[src/rtl/foc_telemetry_buf.sv]
// rtl/foc_telemetry_buf.sv - decimated multi-channel telemetry capture FIFO
// Show-ahead FIFO with stop-when-full or overwrite-oldest policy and a sticky overflow flag.
module foc_telemetry_buf #(
  parameter int N_CH    = 4,
  parameter int DW      = 16,
  parameter int DEPTH   = 16,
  parameter int DECIM_W = 8
) (
  input  logic                      clk_50m,
  input  logic                      rstn,
  input  logic                      sample_en,
  input  logic [N_CH*DW-1:0]        sample_data,
  input  logic                      cfg_enable,
  input  logic [DECIM_W-1:0]        cfg_decim,
  input  logic                      cfg_mode,
  input  logic                      clear,
  input  logic                      pop,
  output logic [N_CH*DW-1:0]        rd_data,
  output logic                      rd_valid,
  output logic [$clog2(DEPTH):0]    level,
  output logic                      full,
  output logic                      overflow
);

  localparam int AW = $clog2(DEPTH);
  localparam int LW = AW + 1;
  localparam logic [LW-1:0] DEPTH_L = LW'(DEPTH);

  logic [N_CH*DW-1:0] mem [DEPTH];
  logic [AW-1:0]      wr_ptr;
  logic [AW-1:0]      rd_ptr;
  logic [DECIM_W-1:0] cnt;

  logic capture;
  logic pop_ok;
  logic wr_en;
  logic rd_adv;
  logic drop;

  assign capture  = sample_en && cfg_enable && (cnt == '0);
  assign pop_ok   = pop && (level != '0);
  // A capture at full is only lost when neither a pop nor overwrite mode makes room.
  assign wr_en    = capture && (!full || pop_ok || cfg_mode);
  assign rd_adv   = pop_ok || (capture && full && cfg_mode);
  assign drop     = capture && full && !pop_ok;

  assign rd_data  = mem[rd_ptr];
  assign rd_valid = (level != '0);
  assign full     = (level == DEPTH_L);

  always_ff @(posedge clk_50m) begin
    if (wr_en && !clear) begin
      mem[wr_ptr] <= sample_data;
    end
  end

  always_ff @(posedge clk_50m or negedge rstn) begin
    if (!rstn) begin
      wr_ptr   <= '0;
      rd_ptr   <= '0;
      level    <= '0;
      cnt      <= '0;
      overflow <= 1'b0;
    end else if (clear) begin
      wr_ptr   <= '0;
      rd_ptr   <= '0;
      level    <= '0;
      cnt      <= '0;
      overflow <= 1'b0;
    end else begin
      if (!cfg_enable) begin
        cnt <= '0;
      end else if (sample_en) begin
        cnt <= (cnt == '0) ? cfg_decim : cnt - 1'b1;
      end

      if (wr_en) begin
        wr_ptr <= wr_ptr + 1'b1;
      end
      if (rd_adv) begin
        rd_ptr <= rd_ptr + 1'b1;
      end

      unique case ({wr_en, rd_adv})
        2'b10:   level <= level + 1'b1;
        2'b01:   level <= level - 1'b1;
        default: level <= level;
      endcase

      if (drop) begin
        overflow <= 1'b1;
      end
    end
  end

endmodule

[config.mk]
export PLATFORM = sky130hd
export DESIGN_NAME = foc_telemetry_buf
export DESIGN_NICKNAME = d
export VERILOG_FILES = /design/src/rtl/foc_telemetry_buf.sv
export SDC_FILE = /design/constraint.sdc
export NUM_CORES = 1
export LEC_CHECK = 0
export CORE_UTILIZATION = 40
export DETAILED_ROUTE_END_ITERATION = 12
export PLACE_DENSITY = 0.6
export SYNTH_ARGS = -nofsm -noshare
export SYNTH_HDL_FRONTEND = slang
export SYNTH_SLANG_ARGS = --single-unit
[constraint.sdc]
create_clock -name clk_50m -period 4.8 [get_ports clk_50m]
set_clock_uncertainty 0.15 [all_clocks]
set_input_delay 1.2 -clock clk_50m [delete_from_list [all_inputs] [get_ports clk_50m]]
set_output_delay 1.2 -clock clk_50m [all_outputs]
set_load 0.05 [all_outputs]
==> impl_metrics.env, run 1 <==
export IMPL_fin_setup_tns_ns=0
export IMPL_area_delta_synth_final_pct=18.4
export IMPL_die_width_microns=317
export IMPL_cts_reportedPaths_clkPinSlew_ns=0.06
export IMPL_start_util=0.404
export IMPL_clockRootBuffer="clkbuf_16"
export IMPL_synth_net_count=1682
export IMPL_number_of_placed_instances_taps_included=3026
export IMPL_routabilityCongestion=0.759
export IMPL_yosys_cell_types_count=41
export IMPL_grt_pass1_vias=18800
export IMPL_yosysWarnings=0
export IMPL_detailedPlace_worstSlack_ns=0.642
export IMPL_synth_top_cells_by_area="edfxtp_1 (77%), mux4_2 (18%), dfrtp_1 (1.4%)"
export IMPL_crit_path_max_fanout=38
export IMPL_min_period_ns=4.68
export IMPL_tritoncts="done"
export IMPL_route_vias_total=17800
export IMPL_syn_cell_area_sq_um=39800
export IMPL_buffer_ports_inserted=150
export IMPL_cts_buffers_inserted=107
export IMPL_detail_route_antenna_nets=0
export IMPL_drcViolationCount=0
export IMPL_grt_setup_unrepaired="no"
export IMPL_cts_htree_levels=3
export IMPL_tightestPinTransition_ns=1.14
export IMPL_totalWireLength_microns=88100
export IMPL_post_synthesis_async_set_or_reset_flop_share=0.0210
export IMPL_placementRows=115
export IMPL_crit_type="flip-flop to output pin"
export IMPL_power_density_nw_per_um2=481
export IMPL_synth_top_area_share=0.773
export IMPL_core_area_sq_um=98400
export IMPL_grt_start_max_net_pins=57
export IMPL_arrival_ns=3.33
export IMPL_maxCapViolations=0
export IMPL_post_synth_top_count_cell="edfxtp_1"
export IMPL_dieHeight_microns=317
export IMPL_worst_setup_path_end_kind="output pin"
export IMPL_antenna_found_initial=13
export IMPL_design_die_area_sq_um=101000
export IMPL_post_cts_hold_buffer_count=0
export IMPL_holdCritPathClass="flip-flop to flip-flop"
export IMPL_setup_viol=0
export IMPL_yosys_register_bits=1046
export IMPL_power_ir_vdd_worst_mv=0.351
export IMPL_drc_violation_total_after_the_first_tritonroute_iteration=1586
export IMPL_yosysTopAreaCell="edfxtp_1"
export IMPL_crit_top_cell="mux4_2"
export IMPL_synthTopCellsByCount="edfxtp_1 (1,024), mux4_2 (320), clkbuf_1 (42), nor2_1 (42), buf_2 (26)"
export IMPL_synth_edff_count=1024
export IMPL_post_route_cells_drive_above_1_share=0.313
export IMPL_critical_path_n_buffers_inverters=2
export IMPL_max_slew_margin_rel=0.240
export IMPL_final_cell_count_no_fill=3231
export IMPL_detailroute_wirelength_met2_microns=44400
export IMPL_grt_usage=0.179
export IMPL_post_route_utilization=0.479
export IMPL_synthFlopType="edfxtp_1"
export IMPL_run_status="completed"
export IMPL_required_ns=3.45
export IMPL_slew_viol_final=0
export IMPL_globalRoute_totalOverflow=0
export IMPL_met1_length_microns=36600
export IMPL_clock_latency_ns=0.67
export IMPL_period_share=0.975
export IMPL_top_level_ports=151
export IMPL_detailroute_wirelength_met3_microns=5650
export IMPL_timing_critical_path_slowest_cell_delay_ns=0.72
export IMPL_cp_top_family="multiplexers"
export IMPL_leakage_nw=14.4
export IMPL_final_net_count=1936
export IMPL_crit_path_cell_trace="buf_12 > mux4_2 > mux4_2 > clkdlybuf4s50_1"
export IMPL_cts_sink_count=1046
export IMPL_synth_cells=1594
export IMPL_post_synth_cell_area_avg_sq_um=25.0
export IMPL_routed_top_layer="met5"
export IMPL_fmax_mhz=214
export IMPL_synth_seq_area_share=0.787
export IMPL_fin_ws_ns=0.120
export IMPL_cts_path_max_buffers=3
export IMPL_setup_crit_start_kind="flip-flop"
export IMPL_critical_path_slowest_cell="clkdlybuf4s50_1"
export IMPL_final_hold_violation_count=0
export IMPL_grt_first_pass_wirelength_microns=130000
export IMPL_vias_per_cell=5.51
export IMPL_drtPass1Iterations=5
export IMPL_routed_wire_length_per_instance_microns=27.3
export IMPL_hpwl_microns=46400
per-stage QoR:
stage                     power (mW)  area [sq um]  hold slack (ns)
final                           22.7         47100            0.367
after global routing            23.5         47100            0.394
after CTS                       22.9         47100            0.368
after detailed placement        14.8         43600            0.363
after global placement          14.7         43600            0.340
after floorplan                 13.5         39800            0.320
worst reg2reg max path: stages, from the launching register on:
cell	delay [ns]
dfrtp_1	0.44
inv_1	0.11
ha_1	0.17
nor3b_2	0.35
and2_1	0.46
a31oi_1	0.29
xor2_1	0.22
ha_1	0.27
o31a_1	0.25
nor4_1	0.24
o21ai_2	0.11
mux2_1	0.31
cells by family (layout without fill, tap and decap cells):
| kind of cell | after synthesis | count (layout) | synth area share |
|---|---|---|---|
| DFF | 1046 | 1046 | 0.787 |
| and+or+nand+nor | 80 | 80 | 0.00994 |
| adders and majority gates | 9 | 9 | 0.00283 |
| AOI/OAI and AO/OA | 37 | 37 | 0.00613 |
| muxes | 326 | 326 | 0.183 |
| buffers and inverters | 85 | 430 | 0.00887 |
| other | 0 | 5 | 0 |
| xor gates and xnor gates | 11 | 11 | 0.00261 |
per-layer routing:
metal,vias up,global-route usage
li1,7455,-
met1,9735,0.242
met2,488,0.299
met3,110,0.0390
met4,16,0.0427
met5,-,0
cells in the final DEF, fill, tap and decap left out, types with 5 or more instances in the layout:
cell type,count
nor2_4,16
clkbuf_1,23
xor2_1,6
mux2i_1,5
dlymetal6s2s_1,9
mux4_2,320
nor2_1,26
buf_12,31
o21ai_0,13
edfxtp_1,1024
clkdlybuf4s50_1,92
clkinv_2,18
clkbuf_16,111
inv_1,8
a21oi_1,9
dfrtp_1,18
diode_2,5
buf_4,74
ha_1,9
nor3b_1,5
nand2_1,15
dlygate4sd2_1,13
bufinv_16,11
clkinv_1,26
area by class of cell:
cell class	instances	area (sq um)
Fill cell	7888	51300
Inverter	8	30.0
Timing Repair Buffer	222	2370
Multi-Input combinational cell	463	8240
Antenna cell	5	12.5
Clock inverter	64	627
Clock buffer	136	2890
Tap cell	1287	1610
Sequential cell	1046	31300
final timing paths:
| path | startpoint | to | slack [ns] | cells after the start |
|---|---|---|---|---|
| max | rd_ptr[0]$_DFFE_PN0P_ | rd_data[32] | 0.12 | 4 |
| min | cnt[7]$_DFFE_PN0P_ | cnt[7]$_DFFE_PN0P_ | 0.37 | 1 |
| max reg2reg | cnt[0]$_DFFE_PN0P_ | level[4]$_DFFE_PN0P_ | 1.30 | 11 |
| min reg2reg | cnt[7]$_DFFE_PN0P_ | cnt[7]$_DFFE_PN0P_ | 0.37 | 1 |
| max in group asynchronous | rstn | rd_ptr[0]$_DFFE_PN0P_ | 2.69 | 1 |
| min in group asynchronous | rstn | wr_ptr[2]$_DFFE_PN0P_ | 1.00 | 1 |
power breakdown:
group / leakage [nW] / total [mW] / internal [mW] / switching (mW)
Combinational: 3.21 / 4.27 / 1.98 / 2.28
Sequential: 9.50 / 10.2 / 10.1 / 0.0803
Clock: 1.72 / 8.22 / 4.85 / 3.37
Total: 14.4 / 22.7 / 16.9 / 5.73
state kept, by name, indices dropped and copies added (netlist names):
| signal | flops |
|---|---|
| overflow | 1 |
| level | 5 |
| wr_ptr | 4 |
| mem | 1024 |
| cnt | 8 |
| rd_ptr | 4 |
timing repair:
action / in CTS / in global routing
pin swaps: 0 / 0
setup endpoints to repair: 14 / 16
gates resized for setup: 14 / 11
setup buffers: 0 / 0
Note: power is estimated with default switching activity, not from simulation.
==> run 2, diff against run 1 <==
- CELL_PAD_IN_SITES_DETAIL_PLACEMENT: not set -> 2
- CELL_PAD_IN_SITES_GLOBAL_PLACEMENT: not set -> 2
- PLACE_DENSITY: 0.6 -> 0.71
==> run 2 against run 1 <==
Against the previous run: register-to-register slack worse by 0.06 ns; clock-buffer cell count up 4; clock power up 8.6%; non-clock buffer count down 13.
==> impl_metrics.env, run 2 (synthesis gave the netlist of run 1 again) <==
export IMPL_post_dp_cell_area_sq_um=43400
export IMPL_area_delta_synth_final_pct=18.7
export IMPL_grt_start_max_net_pins=82
export IMPL_crit_path_max_fanout=22
export IMPL_final_net_count=1928
export IMPL_leakage_nw=14.4
export IMPL_fmax_mhz=215
export IMPL_route_vias_total=18400
export IMPL_totalWireLength_microns=111000
export IMPL_detail_route_antenna_nets=0
export IMPL_cts_repair_timing_setup_buffer_count=0
export IMPL_layout_cell_area_non_filler_sq_um=47200
export IMPL_timing_critical_path_slowest_cell_delay_ns=0.61
export IMPL_hpwl_microns=57000
export IMPL_setup_crit_start_kind="flip-flop"
export IMPL_tritoncts="done"
export IMPL_slew_viol_final=0
export IMPL_crit_top_cell="mux4_2"
export IMPL_power_ir_vdd_worst_mv=0.325
export IMPL_post_route_cells_drive_above_1_share=0.309
export IMPL_drcViolationCount=0
export IMPL_tightestPinTransition_ns=0.985
export IMPL_min_to="overflow$_DFFE_PN0P_"
export IMPL_grt_first_pass_wirelength_microns=157000
export IMPL_core_area_sq_um=98400
export IMPL_reg2reg_from="cnt[0]$_DFFE_PN0P_"
export IMPL_routed_wire_length_per_instance_microns=34.5
export IMPL_critical_path_n_buffers_inverters=3
export IMPL_cp_depth=5
export IMPL_drtPass1Iterations=5
export IMPL_layout_common_cells="edfxtp_1 (1,024), mux4_2 (320), clkbuf_16 (114), clkdlybuf4s50_1 (88), buf_4 (60)"
export IMPL_placementRows=115
export IMPL_design_die_area_sq_um=101000
export IMPL_fin_ws_ns=0.139
export IMPL_finalPower_mw=23.5
export IMPL_min_delay_path_depth=2
export IMPL_top_level_ports=151
export IMPL_grt_usage=0.224
export IMPL_cts_reportedPaths_clkPinSlew_ns=0.06
export IMPL_crit_reg2reg_capture="mem[12][18]$_DFFE_PP_"
export IMPL_required_ns=3.45
export IMPL_antenna_found_initial=8
export IMPL_dieHeight_microns=317
export IMPL_vias_per_cell=5.71
export IMPL_arrival_ns=3.31
export IMPL_cts_buffers_inserted=112
export IMPL_die_width_microns=317
export IMPL_crit_type="flip-flop to output pin"
export IMPL_buffer_ports_inserted=150
export IMPL_holdCritPathClass="flip-flop to flip-flop"
export IMPL_clock_latency_ns=0.69
export IMPL_cts_htree_levels=3
export IMPL_clockRootBuffer="clkbuf_16"
export IMPL_routabilityCongestion=0.725
export IMPL_start_util=0.404
export IMPL_registers_top_by_ff_count="mem"
export IMPL_cts_sink_count=1046
export IMPL_crit_path_cell_trace="buf_12 > buf_6 > mux4_2 > mux4_2 > buf_4"
export IMPL_grt_pass1_vias=20800
export IMPL_cts_path_max_buffers=3
export IMPL_cp_top_family="multiplexers"
export IMPL_drc_violation_total_after_the_first_tritonroute_iteration=1870
export IMPL_period_share=0.971
export IMPL_r2r_slack_ns=1.24
export IMPL_run_status="completed"
export IMPL_worst_setup_path_end_kind="output pin"
export IMPL_r2r_cells=8
export IMPL_maxCapViolations=0
export IMPL_top_regs="mem (1024), cnt (8), level (5)"
export IMPL_setup_viol=0
export IMPL_critical_path_slowest_cell="dfrtp_4"
export IMPL_fin_setup_tns_ns=0
export IMPL_globalRoute_totalOverflow=0
export IMPL_final_common_cell="edfxtp_1"
export IMPL_min_period_ns=4.66
export IMPL_max_slew_margin_rel=0.342
export IMPL_power_density_nw_per_um2=498
export IMPL_hold_start="overflow$_DFFE_PN0P_"
export IMPL_final_hold_violation_count=0
export IMPL_largest_reg_flops=1024
export IMPL_detailedPlace_worstSlack_ns=0.476
export IMPL_grt_setup_unrepaired="yes"
[run 2: changes by cell type in the layout (fill, tap and decap cells not counted), moves of 5 or more]
cell,delta
buf_4,-14
clkbuf_1,+5
dlygate4sd2_1,+10
clkinv_2,-7
bufinv_16,+5
dlymetal6s2s_1,-9
[run 2: layout make-up]
cell class,count,area (sq um)
well taps,1287,1610
fillers,8606,51200
diodes,3,7.51
clock inverters,68,820
flip-flops and latches,1046,31300
repair buffers,209,2290
multi-input cells,463,8240
inverters,8,30.0
clock buffers,140,2910
[run 2: how the worst max path moves through the flow]
stage                                from              endpoint  slack, ns
floorplan            level[1]$_DFFE_PN0P_  mem[15][0]$_DFFE_PP_      -0.68
global placement    rd_ptr[0]$_DFFE_PN0P_           rd_data[61]       0.60
detailed placement  rd_ptr[0]$_DFFE_PN0P_           rd_data[55]       0.48
CTS                 rd_ptr[0]$_DFFE_PN0P_           rd_data[26]       0.02
global route        rd_ptr[0]$_DFFE_PN0P_           rd_data[46]      -0.03
finish              rd_ptr[0]$_DFFE_PN0P_           rd_data[46]       0.14
[run 2: timing repair]
item / in CTS / in global routing
gates cloned: 0 / 2
gates resized for setup: 30 / 4
endpoints found under the setup margin: 42 / 20
hold buffers: 0 / 0
[run 2: worst register-to-register path, cell delays in order, from the launching register on]
cell	delay, ns
dfrtp_1	0.44
inv_1	0.11
ha_1	0.19
nor3b_2	0.35
nand2_4	0.14
a311oi_4	0.47
nand2_1	0.37
nor2_4	0.60
buf_4	0.40
[run 2: metal layers]
layer / wire (microns) / GRT usage / vias to the layer above
li1: - / - / 7429
met4: 2430 / 0.0554 / 6
met3: 5460 / 0.0377 / 150
met5: 39 / 0 / -
met2: 59600 / 0.401 / 581
met1: 43700 / 0.283 / 10200
[run 2: through the flow]
stage | utilization | instances | hold WS [ns]
2_1_floorplan | - | 1594 | 0.320
6_report | 0.480 | 3224 | 0.367
3_5_place_dp | 0.441 | 3011 | 0.359
4_1_cts | 0.479 | 3219 | 0.375
3_3_place_gp | 0.441 | 3011 | 0.337
5_1_grt | 0.480 | 3222 | 0.383
[run 2: power by group]
part | switching [mW] | internal (mW)
Sequential | 0.0970 | 10.1
Combinational | 2.43 | 1.98
Clock | 3.75 | 5.17
==> run 3, diff against run 2 <==
- PLACE_DENSITY: 0.71 -> not set
- PLACE_DENSITY_LB_ADDON: not set -> 0.25
- SLEW_MARGIN: not set -> 5
==> run 3 against run 2 <==
Against the previous run: register-to-register slack improved by 0.03 ns; maximum frequency fell by 0.29%; hold slack got worse by 0.0077 ns; global-route usage fell by 1.1 points; critical path type unchanged; clock-buffer cell count fell by 5; clock power fell by 4.4%; first-iteration DRC count fell by 27%; critical path depth fell by 1; power fell by 1.8%; combinational power barely moved; routed wire length fell by 4.4%.
==> impl_metrics.env, run 3 (synthesis gave the netlist of run 1 again) <==
export IMPL_top_level_ports=151
export IMPL_leakage_nw=14.4
export IMPL_arrival_ns=3.32
export IMPL_reg2reg_from="cnt[0]$_DFFE_PN0P_"
export IMPL_layout_cell_area_non_filler_sq_um=47200
export IMPL_dieHeight_microns=317
export IMPL_maxCapViolations=0
export IMPL_grt_first_pass_wirelength_microns=150000
export IMPL_clock_latency_ns=0.68
export IMPL_tightestPinTransition_ns=1.03
export IMPL_pwr_share_seq=0.441
export IMPL_setup_viol=0
export IMPL_period_share=0.974
export IMPL_hpwl_microns=55500
export IMPL_cts_buffers_inserted=110
export IMPL_final_common_cell="edfxtp_1"
export IMPL_final_net_count=1934
export IMPL_cp_depth=4
export IMPL_cts_sink_count=1046
export IMPL_grt_usage=0.213
export IMPL_die_width_microns=317
export IMPL_timing_critical_path_slowest_cell_delay_ns=0.72
export IMPL_max_slew_margin_rel=0.313
export IMPL_fin_ws_ns=0.125
export IMPL_route_vias_total=18100
export IMPL_cellInternalPower_mw=17.0
export IMPL_run_status="completed"
export IMPL_antenna_found_initial=7
export IMPL_top_regs="mem (1024), cnt (8), level (5)"
export IMPL_n_fill_cell=8534
export IMPL_p_switching_mw=6.15
export IMPL_power_ir_vdd_worst_mv=0.415
export IMPL_drc_violation_total_after_the_first_tritonroute_iteration=1357
export IMPL_post_cts_hold_buffer_count=0
export IMPL_tritoncts="done"
export IMPL_share_comb_of_total_power=0.190
export IMPL_drcViolationCount=0
export IMPL_min_period_ns=4.67
export IMPL_r2r_cells=11
export IMPL_critical_path_slowest_cell="clkdlybuf4s50_1"
export IMPL_worst_setup_path_end_kind="output pin"
export IMPL_largest_reg_flops=1024
export IMPL_crit_path_cell_trace="buf_12 > mux4_2 > mux4_2 > clkdlybuf4s50_1"
export IMPL_met1_length_microns=42900
export IMPL_post_dp_cell_area_sq_um=43700
export IMPL_totalWireLength_microns=106000
export IMPL_min_delay_path_depth=2
export IMPL_required_ns=3.45
export IMPL_detailedPlace_worstSlack_ns=0.465
export IMPL_detailroute_wirelength_met3_microns=4530
export IMPL_netSwitchingFraction=0.266
export IMPL_grt_pass1_vias=20500
export IMPL_layout_common_cells="edfxtp_1 (1,024), mux4_2 (320), clkbuf_16 (110), clkdlybuf4s50_1 (87), dlygate4sd2_1 (54)"
export IMPL_drtPass1Iterations=5
export IMPL_slew_viol_final=0
export IMPL_cts_reportedPaths_clkPinSlew_ns=0.06
export IMPL_vias_per_cell=5.62
export IMPL_core_area_sq_um=98400
export IMPL_crit_type="flip-flop to output pin"
export IMPL_detail_route_antenna_nets=0
export IMPL_post_route_cells_drive_above_1_share=0.300
export IMPL_globalRoute_totalOverflow=0
export IMPL_holdCritPathClass="flip-flop to flip-flop"
export IMPL_power_density_nw_per_um2=489
export IMPL_cp_startpoint="rd_ptr[0]$_DFFE_PN0P_"
export IMPL_clock_share_of_power=0.369
export IMPL_cts_path_max_buffers=3
export IMPL_placementRows=115
export IMPL_grt_start_max_net_pins=84
export IMPL_setup_crit_start_kind="flip-flop"
export IMPL_crit_top_cell="mux4_2"
export IMPL_fmax_mhz=214
export IMPL_cts_htree_levels=3
export IMPL_final_hold_violation_count=0
export IMPL_area_delta_synth_final_pct=18.8
export IMPL_crit_path_max_fanout=27
export IMPL_registers_top_by_ff_count="mem"
export IMPL_regArea_sq_um=31300
export IMPL_routed_wire_length_per_instance_microns=32.9
export IMPL_area_taken_by_multi_input_logic_gates_sq_um=8240
export IMPL_grt_setup_unrepaired="no"
export IMPL_clockRootBuffer="clkbuf_16"
export IMPL_routabilityCongestion=0.716
export IMPL_hold_start="overflow$_DFFE_PN0P_"
export IMPL_design_die_area_sq_um=101000
export IMPL_cp_top_family="multiplexers"
export IMPL_critical_path_n_buffers_inverters=2
export IMPL_buffer_ports_inserted=150
export IMPL_routed_top_layer="met5"
export IMPL_start_util=0.404
export IMPL_detailroute_wirelength_met2_microns=56300
## run 3: cell count changes in the layout (fill, tap and decap cells not counted), moves of 5 or more
cell / before / now
bufinv_16: 16 / 11
clkinv_1: 28 / 22
dlygate4sd2_1: 23 / 54
buf_12: 28 / 42
clkinv_2: 11 / 27
buf_4: 60 / 30
clkbuf_1: 28 / 21
## run 3: power by group through the flow
stage	logic [mW]	clock network (mW)	registers [mW]
floorplan	3.12	0	10.4
global route	4.67	8.99	10.2
CTS	4.49	8.71	10.2
detailed placement	4.55	0	10.4
finish	4.38	8.54	10.2
global placement	4.45	0	10.4
## run 3: final timing paths
kind	end	slack, ns
max in group asynchronous	rd_ptr[1]$_DFFE_PN0P_	2.81
worst max register to register	level[4]$_DFFE_PN0P_	1.27
worst min register to register	overflow$_DFFE_PN0P_	0.36
worst min-delay path	overflow$_DFFE_PN0P_	0.36
worst max-delay path	rd_data[34]	0.13
min in group asynchronous	cnt[7]$_DFFE_PN0P_	0.93
## run 3: cell type report
| cell class | count | share of cell area |
|---|---|---|
| diodes | 1 | 0.0000530 |
| clock buffers | 135 | 0.0611 |
| clock inverters | 72 | 0.0146 |
| inverters | 8 | 0.000636 |
| multi-input cells | 463 | 0.175 |
| flip-flops and latches | 1046 | 0.663 |
| well taps | 1287 | 0.0341 |
| repair buffers | 217 | 0.0521 |
## run 3: timing repair
item	CTS	global route
gates resized for setup	54	4
buffers inserted	4	0
hold endpoints to repair	0	0
setup endpoints to repair	59	4
gates cloned	0	0
## run 3: worst register-to-register path, stage by stage, from the launching register on
cell and delay [ns]:
dfrtp_1 0.45, inv_1 0.11, ha_1 0.18, nor3b_2 0.35
and2_1 0.50, a31oi_1 0.29, xor2_1 0.21, ha_1 0.25
o31a_1 0.25, nor4_1 0.24, o21ai_2 0.11, mux2_1 0.32
## run 3: metal layers
metal,GRT usage,up-vias
met4,0.0543,8
met5,0,-
li1,-,7449
met1,0.268,10100
met3,0.0365,153
met2,0.382,457
## run 3: per-stage QoR
stage | std cells | power (mW) | hold slack [ns] | util | setup TNS [ns]
after floorplan | 1594 | 13.5 | 0.320 | - | -508.99
final | 3229 | 23.1 | 0.359 | 0.480 | 0
after CTS | 3228 | 23.4 | 0.366 | 0.480 | 0
after global placement | 3017 | 14.8 | 0.336 | 0.444 | 0
after detailed placement | 3017 | 14.9 | 0.353 | 0.444 | 0
after global routing | 3229 | 23.9 | 0.382 | 0.480 | 0
